## config.mk

```make
export PLATFORM = sky130hd
export DESIGN_NAME = branch_resolve_unit
export DESIGN_NICKNAME = d
export VERILOG_FILES = /design/src/rtl/branch_resolve_unit.sv
export SDC_FILE = /design/constraint.sdc
export NUM_CORES = 1
export LEC_CHECK = 0
export BUFFER_PORTS_ARGS = -buffer_cell sky130_fd_sc_hd__buf_2
export CAP_MARGIN = 30
export CORE_UTILIZATION = 30
export DETAILED_ROUTE_END_ITERATION = 12
export PLACE_DENSITY = 0.49
export SLEW_MARGIN = 0
export SYNTH_ARGS = -nofsm -noshare
export SYNTH_HDL_FRONTEND = slang
export SYNTH_SLANG_ARGS = --single-unit
```

## constraint.sdc

```tcl
create_clock -name CLK -period 5.5 [get_ports CLK]
set_clock_uncertainty 0.1 [all_clocks]
set_input_delay 0.825 -clock CLK [delete_from_list [all_inputs] [get_ports CLK]]
set_output_delay 0.825 -clock CLK [all_outputs]
set_load 0.01 [all_outputs]
```

## src/rtl/branch_resolve_unit.sv

```systemverilog
`default_nettype none
// ============================================================================
// Module      : branch_resolve_unit
// Description : EX-stage resolver for BEQ/BNE. Compares the real outcome
//               against the fetch prediction, raises a same-cycle redirect
//               on mispredict and queues BTB corrections in a small FIFO that
//               drains to the BTB write port via a valid/ready handshake.
// Optional    : `define BRANCH_RESOLVE_STATS_EN builds the branch, mispredict
//               and drop counters; without it the counter ports read 0.
// Ports       : CLK, nRST (async active-low)
//               ex_*            EX-stage instruction and prediction inputs
//               redirect[_pc]   combinational fetch redirect
//               upd_*           BTB update head (valid/ready)
//               *_cnt           statistics counters
// Revision    : 1.0 - initial release
// ============================================================================
module branch_resolve_unit #(
    parameter int QDEPTH = 4
) (
    input  logic        CLK,
    input  logic        nRST,
    input  logic        ex_valid,
    input  logic        ex_en,
    input  logic [31:0] ex_instr,
    input  logic [31:0] ex_pc_add4,
    input  logic        ex_rs_eq,
    input  logic        ex_pred_taken,
    input  logic [31:0] ex_pred_target,
    output logic        redirect,
    output logic [31:0] redirect_pc,
    output logic        upd_valid,
    input  logic        upd_ready,
    output logic [31:0] upd_pc,
    output logic [31:0] upd_target,
    output logic        upd_taken,
    output logic [31:0] branch_cnt,
    output logic [31:0] mispred_cnt,
    output logic [31:0] drop_cnt
);

    localparam int AW = $clog2(QDEPTH);
    localparam int PW = AW + 1;

    localparam logic [5:0] OP_BEQ = 6'h04;
    localparam logic [5:0] OP_BNE = 6'h05;

    // ------------------------------------------------------------------
    // Branch decode and resolution
    // ------------------------------------------------------------------
    logic [5:0]  opcode;
    logic        is_beq;
    logic        is_bne;
    logic        resolving;
    logic        actual_taken;
    logic [31:0] offset;
    logic [31:0] target;
    logic        mispredict;

    assign opcode       = ex_instr[31:26];
    assign is_beq       = (opcode == OP_BEQ);
    assign is_bne       = (opcode == OP_BNE);
    assign resolving    = nRST & ex_valid & ex_en & (is_beq | is_bne);
    assign actual_taken = is_beq ? ex_rs_eq : ~ex_rs_eq;
    assign offset       = {{14{ex_instr[15]}}, ex_instr[15:0], 2'b00};
    assign target       = ex_pc_add4 + offset;

    // A taken/taken pair still mispredicts when fetch jumped to the wrong place.
    assign mispredict = resolving &
                        ((actual_taken != ex_pred_taken) |
                         (actual_taken & ex_pred_taken & (ex_pred_target != target)));

    assign redirect    = mispredict;
    assign redirect_pc = mispredict ? (actual_taken ? target : ex_pc_add4) : 32'h0;

    // Register fields feed only the comparator upstream; not needed here.
    logic unused_instr_bits;
    assign unused_instr_bits = ^ex_instr[25:16];

    // ------------------------------------------------------------------
    // Update FIFO
    // ------------------------------------------------------------------
    logic [PW-1:0] wr_ptr;
    logic [PW-1:0] rd_ptr;
    logic [AW-1:0] wr_idx;
    logic [AW-1:0] rd_idx;
    logic          empty;
    logic          full;
    logic          deq;
    logic          push;
    logic          drop;

    logic [31:0] pc_mem  [QDEPTH];
    logic [31:0] tgt_mem [QDEPTH];
    logic        tkn_mem [QDEPTH];

    assign wr_idx = wr_ptr[AW-1:0];
    assign rd_idx = rd_ptr[AW-1:0];
    assign empty  = (wr_ptr == rd_ptr);
    assign full   = (wr_ptr[AW] != rd_ptr[AW]) && (wr_idx == rd_idx);
    assign deq    = ~empty & upd_ready;
    // A dequeue in the same cycle frees the slot the new entry needs.
    assign push   = mispredict & (~full | deq);
    assign drop   = mispredict & full & ~deq;

    always_ff @(posedge CLK or negedge nRST) begin
        if (!nRST) begin
            wr_ptr <= '0;
            rd_ptr <= '0;
        end else begin
            if (push) wr_ptr <= wr_ptr + 1'b1;
            if (deq)  rd_ptr <= rd_ptr + 1'b1;
        end
    end

    // Storage needs no reset: outputs are masked whenever the FIFO is empty.
    always_ff @(posedge CLK) begin
        if (push) begin
            pc_mem[wr_idx]  <= ex_pc_add4 - 32'd4;
            tgt_mem[wr_idx] <= target;
            tkn_mem[wr_idx] <= actual_taken;
        end
    end

    assign upd_valid  = ~empty;
    assign upd_pc     = upd_valid ? pc_mem[rd_idx]  : 32'h0;
    assign upd_target = upd_valid ? tgt_mem[rd_idx] : 32'h0;
    assign upd_taken  = upd_valid & tkn_mem[rd_idx];

    // ------------------------------------------------------------------
    // Statistics
    // ------------------------------------------------------------------
`ifdef BRANCH_RESOLVE_STATS_EN
    logic [31:0] branch_q;
    logic [31:0] mispred_q;
    logic [31:0] drop_q;

    always_ff @(posedge CLK or negedge nRST) begin
        if (!nRST) begin
            branch_q  <= 32'h0;
            mispred_q <= 32'h0;
            drop_q    <= 32'h0;
        end else begin
            if (resolving)  branch_q  <= branch_q + 32'd1;
            if (mispredict) mispred_q <= mispred_q + 32'd1;
            if (drop)       drop_q    <= drop_q + 32'd1;
        end
    end

    assign branch_cnt  = branch_q;
    assign mispred_cnt = mispred_q;
    assign drop_cnt    = drop_q;
`else
    logic unused_drop;
    assign unused_drop = drop;

    assign branch_cnt  = 32'h0;
    assign mispred_cnt = 32'h0;
    assign drop_cnt    = 32'h0;
`endif

endmodule
`default_nettype wire

```

-- Word-level counts from Yosys, hierarchy flattened
Memory sizes are Yosys's and may differ from the RTL's.
Cells that the tools add are included.
- $add $sub $neg: 4
- muxes and demuxes: 7
- bitwise logic cells: 15
- equality and inequality tests: 7
- reductions and logical operators: 1
- operators with widths (kind ; number):
    two-way mux 32 bit ; 4
    adder 32 bit ; 1
    inequality test 32 bit ; 1
    subtractor 32 x 3 -> 32 bit, second input constant ; 1
    equality test 6 x 3 -> 1 bit, second input constant ; 2
    AND 1 bit ; 9
    adder 3 x 1 -> 3 bit, second input constant ; 2
    equality test 3 bit ; 1
    two-way mux 1 bit ; 3
    NOT 1 bit ; 3
    OR 1 bit ; 3
    equality test 2 bit ; 1
    inequality test 1 bit ; 2
    logical AND 1 bit ; 1
- flip-flop bits (word level): 6
- input bits: 103
- bits in writable memories: 260
- memories: 3
- memory list (name ; depth ; bits a word ; read ports ; clocked after memory_dff ; wr ports ; RTL line ; source):
    pc_mem ; 4 ; 32 ; 1 ; 0 ; 1 ; 92 ; logic [31:0] pc_mem [QDEPTH];
    tgt_mem ; 4 ; 32 ; 1 ; 0 ; 1 ; 93 ; logic [31:0] tgt_mem [QDEPTH];
    tkn_mem ; 4 ; 1 ; 1 ; 0 ; 1 ; 94 ; logic tkn_mem [QDEPTH];

-- Depth between registers and ports, before layout
Gate-level depths: netlist (run 1).
- depth after elaboration: 9
- depth in mapped cells: 16

-- Least setup slack after synthesis (run 1)
No wires, ideal clock.
- path type: input to register
- start: in ex_instr[0]
- end: mem pc_mem[0][0] (enable)
- cell stages on the path: 13
- data required time: 4.966 ns
- path buffers: 1
- data arrival time: 4.898 ns
- path slack: 0.068 ns
- library setup time: 0.434 ns
- cell sequence: ha_1 > fa_1 > a211oi_1 > o21ai_2 > a41oi_2 > a311oi_1 > a211oi_2 > xor2_1 > nor3_1 > nand4_2 > o21ai_4 > buf_6 > nor2_2
- cells in the longest elaborated chain, start to end: 8
- ends and longest elaborated chain (item ; RTL line ; source):
    start, declared ; 24 ; input logic [31:0] ex_instr,
    adder 32 bit ; 65 ; assign target = ex_pc_add4 + offset;
    via target[30] ; 56 ; logic [31:0] target;
    inequality test 32 bit ; 70 ; (actual_taken & ex_pred_taken & (ex_pred_target != target)));
    AND 1 bit ; 70 ;
    OR 1 bit ; 69 ; ((actual_taken != ex_pred_taken) |
    AND 1 bit ; 68 ; assign mispredict = resolving &
    AND 1 bit ; 102 ; assign push = mispredict & (~full | deq);
    two-way mux 1 bit ; 117 ; if (push) begin
    two-way mux 1 bit (not written as such) ; 118 ; pc_mem[wr_idx] <= ex_pc_add4 - 32'd4;
    end, declared ; 92 ;
The timed path passes the listed nets, and every way through them passes these cells.

-- Worst setup path in the final report (run 1)
- start: in ex_pc_add4[2]
- end: out redirect_pc[22]
- cells in the longest elaborated chain, start to end: 6
- elaborated cells between the ends (all ways): 7
- classes of those cells: add/sub (1); eq/ne (1); mux (2); bitwise (3)
- ends and longest elaborated chain (item ; RTL line ; source):
    start, declared ; 25 ; input logic [31:0] ex_pc_add4,
    adder 32 bit ; 65 ;
    via target[3] ; 56 ;
    inequality test 32 bit ; 70 ;
    AND 1 bit ; 70 ;
    OR 1 bit ; 69 ;
    AND 1 bit ; 68 ;
    two-way mux 32 bit ; 73 ; assign redirect_pc = mispredict ? (actual_taken ? target : ex_pc_add4) : 32'h0;
    end, declared ; 30 ; output logic [31:0] redirect_pc,
The timed path passes the listed nets, and every way through them passes these cells.

==> flow_summary.yaml, run 1 <==
synth:
  ys_ff_latch: 258
  synthFlopType: "edfxtp_1"
  yosysTopAreaCellShare_pct: 52.23
  synthTopCellsByArea: "edfxtp_1 52%, mux4_2 9.8%, buf_4 5.1%, ha_1 3.1%, xnor2_1 2.9%"
  seq_area_frac_synth_pct: 53.26
  netlist_area_mm2: 0.01449
  synth_most_common_cell: "edfxtp_1"
  yosysTopAreaCell: "edfxtp_1"
  postSynthAreaPerCell_um2: 13.26
  synthArstFlopShare_pct: 2.326
  netlist_instances: 1093
  synth.distinct_cells: 82
  synth_edf_count: 252
  ys.warnings.count: 0
  synth_common_cells: "252 x edfxtp_1, 100 x nand2_1, 99 x buf_4"
place:
  pre_cts_ws_ns: -0.1480
  place_area_mm2: 0.01627
  hpwlAfterDp_um: 31470
  place.port_buffers: 191
  place.gp.congestion: 0.8787
clocking:
  cts.htree.levels: 1
  cts_tree: "yes"
  cts_buffers: 27
  cts_root_buf: "clkbuf_16"
  ctsLongestPathBuffers: 3
  path_clk_slew_ns: 0.06
  postCtsSetupBuffers: 0
  clk_latency_ns: 0.54
  clkSinkCount: 258
sta:
  min_period_ns: 5.393
  setup_slack_ns: 0.1069
  worst_pin_slew_ns: 0.8027
  fin_crit_sh_pct: 98.06
  final_hold_viol_count: 0
  setup_viol: 0
  max_freq_ghz: 0.1854
  relSlewSlack_pct: 46.49
  slew_violations: 0
  rsz0062_at_grt: "no"
drt:
  vias: 9479
  detail_route.first_pass.iterations: 5
  drtAntennaViolNets: 0
  drc_errors: 0
  drt_iter0_drc: 626
  via_per_inst: 4.856
  routedWlPerCell_um: 21.62
  wl_um: 42200
min_path:
  min_path_type: "reg -> reg"
power:
  worst_ir_drop_vdd_mv: 0.1919
  p_per_area_mw_per_mm2: 370.7
  p_leak_nw: 6.398
global_routing:
  grt_pass1_wl_um: 61740
  track_usage_pct: 16.91
  grt_pass1_vias: 9527
  overflow: 0
  grt_max_degree: 54
  grt_antenna_before_repair: 11
job:
  max_cap_violations: 0
die:
  initial_core_util_pct: 30.41
  fp.dieH_um: 221.8
  fp.coreArea_mm2: 0.04765
  rows: 80
  die_x_um: 221.8
  ios: 298
  dieArea_mm2: 0.04918
worst_setup_path:
  critPathMaxFanout: 22
  critical_path_class: "in -> out"
  cp.arrival_ns: 4.47
  required_ns: 4.58
  start_kind: "primary input"
  endpoint_kind: "primary output"
final_layout:
  design_area_mm2: 0.01719
  syn_to_final_growth_pct: 18.65
  final_nets: 1456
  drive_gt1_share_pct: 31.68
run_status:
  status: "completed"
registers in the layout, summed over array words and instances (netlist names):
register  flops
tgt_mem     120
rd_ptr        3
tkn_mem       4
wr_ptr        3
pc_mem      128
final cells by class:
class / instances / area [µm²]
antenna: 5 / 12.51
inverter: 13 / 48.80
fill: 4726 / 30450
clock buffer: 30 / 686.9
multi-input combinational: 768 / 6170
tap: 615 / 769.5
clock inverter: 15 / 182.7
timing repair buffer: 248 / 1599
sequential: 258 / 7722
layout by cell type, fill, tap and decap left out, drive strengths merged, types with 22 or more instances in the layout:
| cell | n |
|---|---|
| nor3 | 22 |
| ha | 36 |
| nor2b | 65 |
| buf | 247 |
| nor2 | 48 |
| mux4 | 63 |
| edfxtp | 252 |
| conb | 96 |
| nand2 | 100 |
| o21ai | 25 |
| clkbuf | 30 |
| xor2 | 43 |
| xnor2 | 48 |
| a21oi | 58 |
cells by family (layout without fill, tap and decap cells):
logic type,after synthesis,after routing,synth area share [%]
simple gates,313,313,11.17
compound gates,153,153,8.092
fa+ha+maj,37,37,3.247
xor+xnor,97,97,6.546
other cells,1,101,0.02588
flops,258,258,53.26
mux,72,72,10.49
buf+inv,162,306,7.167
stage by stage:
stage | power, W | TNS, ns | std cells | hold WS (ns) | util, %
2_1_floorplan | 0.003846 | 0 | 1188 | 0.3837 | -
3_3_place_gp | 0.004641 | -2.419 | 1901 | 0.4107 | 34.14
5_1_grt | 0.006687 | 0 | 1949 | 0.4491 | 36.07
4_1_cts | 0.006472 | 0 | 1947 | 0.4139 | 36.00
6_report | 0.006374 | 0 | 1952 | 0.4208 | 36.08
3_5_place_dp | 0.004647 | -2.121 | 1901 | 0.4113 | 34.14
worst paths after layout:
| kind | to | slack, ns | depth (start not counted) | startpoint |
|---|---|---|---|---|
| min in group asynchronous | rd_ptr[0] | 0.55 | 2 | nRST |
| max in group asynchronous | rd_ptr[0] | 4.56 | 2 | nRST |
| max | redirect_pc[22] | 0.11 | 15 | ex_pc_add4[2] |
| max reg2reg | pc_mem[0][14] | 2.62 | 7 | rd_ptr[0] |
| min reg2reg | rd_ptr[2] | 0.42 | 1 | rd_ptr[2] |
| min | rd_ptr[2] | 0.42 | 1 | rd_ptr[2] |
repair_timing:
item                       CTS  global route
pin swaps                    0             0
setup endpoints to repair   32            33
resized for setup            2             8
hold endpoints to repair     6             0
hold buffers                 1             0
where the power goes:
part           switching (W)  internal, W  total, W
Combinational        0.00121     0.000998   0.00221
Clock               0.000735      0.00108   0.00182
Sequential          0.000122      0.00222   0.00235
Total                0.00207      0.00430   0.00637
routing by layer:
| metal | vias to the layer above | track usage (%) | wire [µm] |
|---|---|---|---|
| met5 | - | 0 | 74 |
| met4 | 12 | 6.138 | 1289 |
| met3 | 69 | 3.048 | 2165 |
| met2 | 271 | 28.44 | 20480 |
| met1 | 4759 | 21.74 | 18190 |
| li1 | 4368 | - | - |
worst max-delay path, stage by stage:
cell	delay [ns]
buf_2	0.13
ha_1	0.21
fa_1	0.54
xnor2_1	0.40
nand3_1	0.19
a2111oi_2	0.39
o2111ai_1	0.15
nand3b_1	0.18
nor4_1	0.27
and4_1	0.32
nand4_2	0.14
o21ai_4	0.18
buf_12	0.23
nor3_1	0.12
buf_2	0.15
(Power assumes the default switching activity.)
==> inputs of run 2 (changes only) <==
--- a/config.mk
+++ b/config.mk
@@ -8,6 +8,7 @@
 export BUFFER_PORTS_ARGS = -buffer_cell sky130_fd_sc_hd__buf_2
 export CAP_MARGIN = 30
 export CORE_UTILIZATION = 30
+export CTS_BUF_LIST = sky130_fd_sc_hd__clkbuf_16
 export DETAILED_ROUTE_END_ITERATION = 12
 export PLACE_DENSITY = 0.49
 export SLEW_MARGIN = 0
==> run 2 against run 1 <==
  * Count of clock-buffer cells in the layout is 3 lower
  * Power hardly changed
  * Sequential share of layout area stayed put
  * Sequential power hardly changed
  * Setup slack better by 0.00066 ns
  * Combinational power hardly changed
  * Utilization stayed put
  * Critical endpoint unchanged
  * Largest cell class unchanged
  * Largest power group unchanged
  * Highest routed layer unchanged
==> flow_summary.yaml, run 2 (synthesized netlist as in run 1, its figures left out) <==
run_status:
  status: "completed"
global_routing:
  grt_antenna_before_repair: 11
  grt_max_degree: 54
  gr-usage-met1_pct: 21.74
  overflow: 0
  grt_pass1_wl_um: 61740
  track_usage_pct: 16.91
  grt_pass1_vias: 9527
  grt.met2_usage_pct: 28.44
  grtUsageMet3_pct: 3.048
  gr-max-usage-layer: "met2"
drt:
  drtAntennaViolNets: 0
  drc_errors: 0
  wl_um: 42180
  routedWlPerCell_um: 21.61
  detail_route.first_pass.iterations: 5
  via_per_inst: 4.856
  drt_iter0_drc: 621
  vias: 9478
worst_setup_path:
  crit_path_top_delay_cell: "fa_1"
  start_kind: "primary input"
  endpoint_kind: "primary output"
  required_ns: 4.58
  ff2ff_setup_slack_ns: 2.62
  cp.arrival_ns: 4.47
  path_common_cell: "buf_2"
  worstPathCellList: "buf_2 > ha_1 > fa_1 > xnor2_1 > nand3_1 > a2111oi_2 > o2111ai_1 > nand3b_1 > nor4_1 > and4_1 > nand4_2 > o21ai_4 > buf_12 > nor3_1 > buf_2"
  slowest_delay_ns: 0.54
  critical_path_class: "in -> out"
  critPathMaxFanout: 22
clocking:
  cts_root_buf: "clkbuf_16"
  cts_buffers: 27
  postCtsSetupBuffers: 0
  cts_tree: "yes"
  cts.htree.levels: 1
  path_clk_slew_ns: 0.06
  ctsLongestPathBuffers: 3
  clkSinkCount: 258
  clk_latency_ns: 0.54
final_layout:
  layout_commonest_cell: "edfxtp_1"
  largest_registers: "pc_mem x128, tgt_mem x120, tkn_mem x4"
  largest_reg_flops: 128
  final_nets: 1456
  syn_to_final_growth_pct: 18.65
  final_util_pct: 36.08
  layout_common_cells: "252 x edfxtp_1, 191 x buf_2, 100 x nand2_1, 96 x conb_1, 65 x nor2b_1"
  regMostFlops: "pc_mem"
  drive_gt1_share_pct: 31.68
die:
  ios: 298
  fp.dieH_um: 221.8
  die_x_um: 221.8
  dieArea_mm2: 0.04918
  rows: 80
  fp.coreArea_mm2: 0.04765
  initial_core_util_pct: 30.41
place:
  hpwlAfterDp_um: 31470
  place.port_buffers: 191
  place.gp.congestion: 0.8787
job:
  max_cap_violations: 0
sta:
  fin_crit_sh_pct: 98.04
  min_period_ns: 5.392
  worst_pin_slew_ns: 0.7976
  setup_viol: 0
  final.setup.tns_ns: 0
  rsz0062_at_grt: "no"
  relSlewSlack_pct: 46.83
  slew_violations: 0
  whs_ns: 0.4208
  final_hold_viol_count: 0
  max_freq_ghz: 0.1854
power:
  p_leak_nw: 6.410
  p_per_area_mw_per_mm2: 370.4
  worst_ir_drop_vdd_mv: 0.1918
  p_total_w: 0.006368
min_path:
  min_path_type: "reg -> reg"
## run 2: path summary, 6_finish.rpt
path	endpoint	start	cells after the start
min in group asynchronous	rd_ptr[0]	nRST	2
min reg2reg	rd_ptr[2]	rd_ptr[2]	1
max in group asynchronous	rd_ptr[0]	nRST	2
max	redirect_pc[22]	ex_pc_add4[2]	15
min	rd_ptr[2]	rd_ptr[2]	1
max reg2reg	pc_mem[0][14]	rd_ptr[0]	7
## run 2: critical path, delay by kind of cell
| family | cells | cell delay, ns |
|---|---|---|
| AOI/OAI and AO/OA | 3 | 0.72 |
| buffers and inverters | 3 | 0.51 |
| xor gates and xnor gates | 1 | 0.40 |
| and+or+nand+nor | 6 | 1.22 |
| adders and majority gates | 2 | 0.75 |
## run 2: what timing repair did
item,CTS,global route
setup endpoints to repair,32,33
gates resized for setup,2,8
hold buffers,1,0
endpoints found under the hold margin,6,0
## run 2: stage by stage
step,area [µm²],std cells,worst slack (ns)
6_report,17190,1952,0.1076
5_1_grt,17180,1949,0.01327
4_1_cts,17150,1947,0.02173
3_5_place_dp,16270,1901,-0.1480
3_3_place_gp,16270,1901,-0.1620
2_1_floorplan,14850,1188,0.06823
## run 2: layout make-up
cell class	instances	area [µm²]
fill	4726	30450
inverter	13	48.80
multi-input combinational	768	6170
tap	615	769.5
antenna	5	12.51
timing repair buffer	248	1599
clock buffer	27	675.6
clock inverter	18	193.9
sequential	258	7722
## run 2: power breakdown
group / switching, W / internal, W / total, W / leakage, nW
Combinational: 0.00121 / 0.000998 / 0.00221 / 3.63
Sequential: 0.000122 / 0.00222 / 0.00235 / 2.33
Clock: 0.000735 / 0.00107 / 0.00181 / 0.442
Total: 0.00207 / 0.00430 / 0.00637 / 6.41
## run 2: per-layer routing
| metal | wire length, µm | up-vias |
|---|---|---|
| li1 | - | 4369 |
| met1 | 18140 | 4752 |
| met2 | 20470 | 276 |
| met3 | 2210 | 69 |
| met4 | 1289 | 12 |
| met5 | 74 | - |
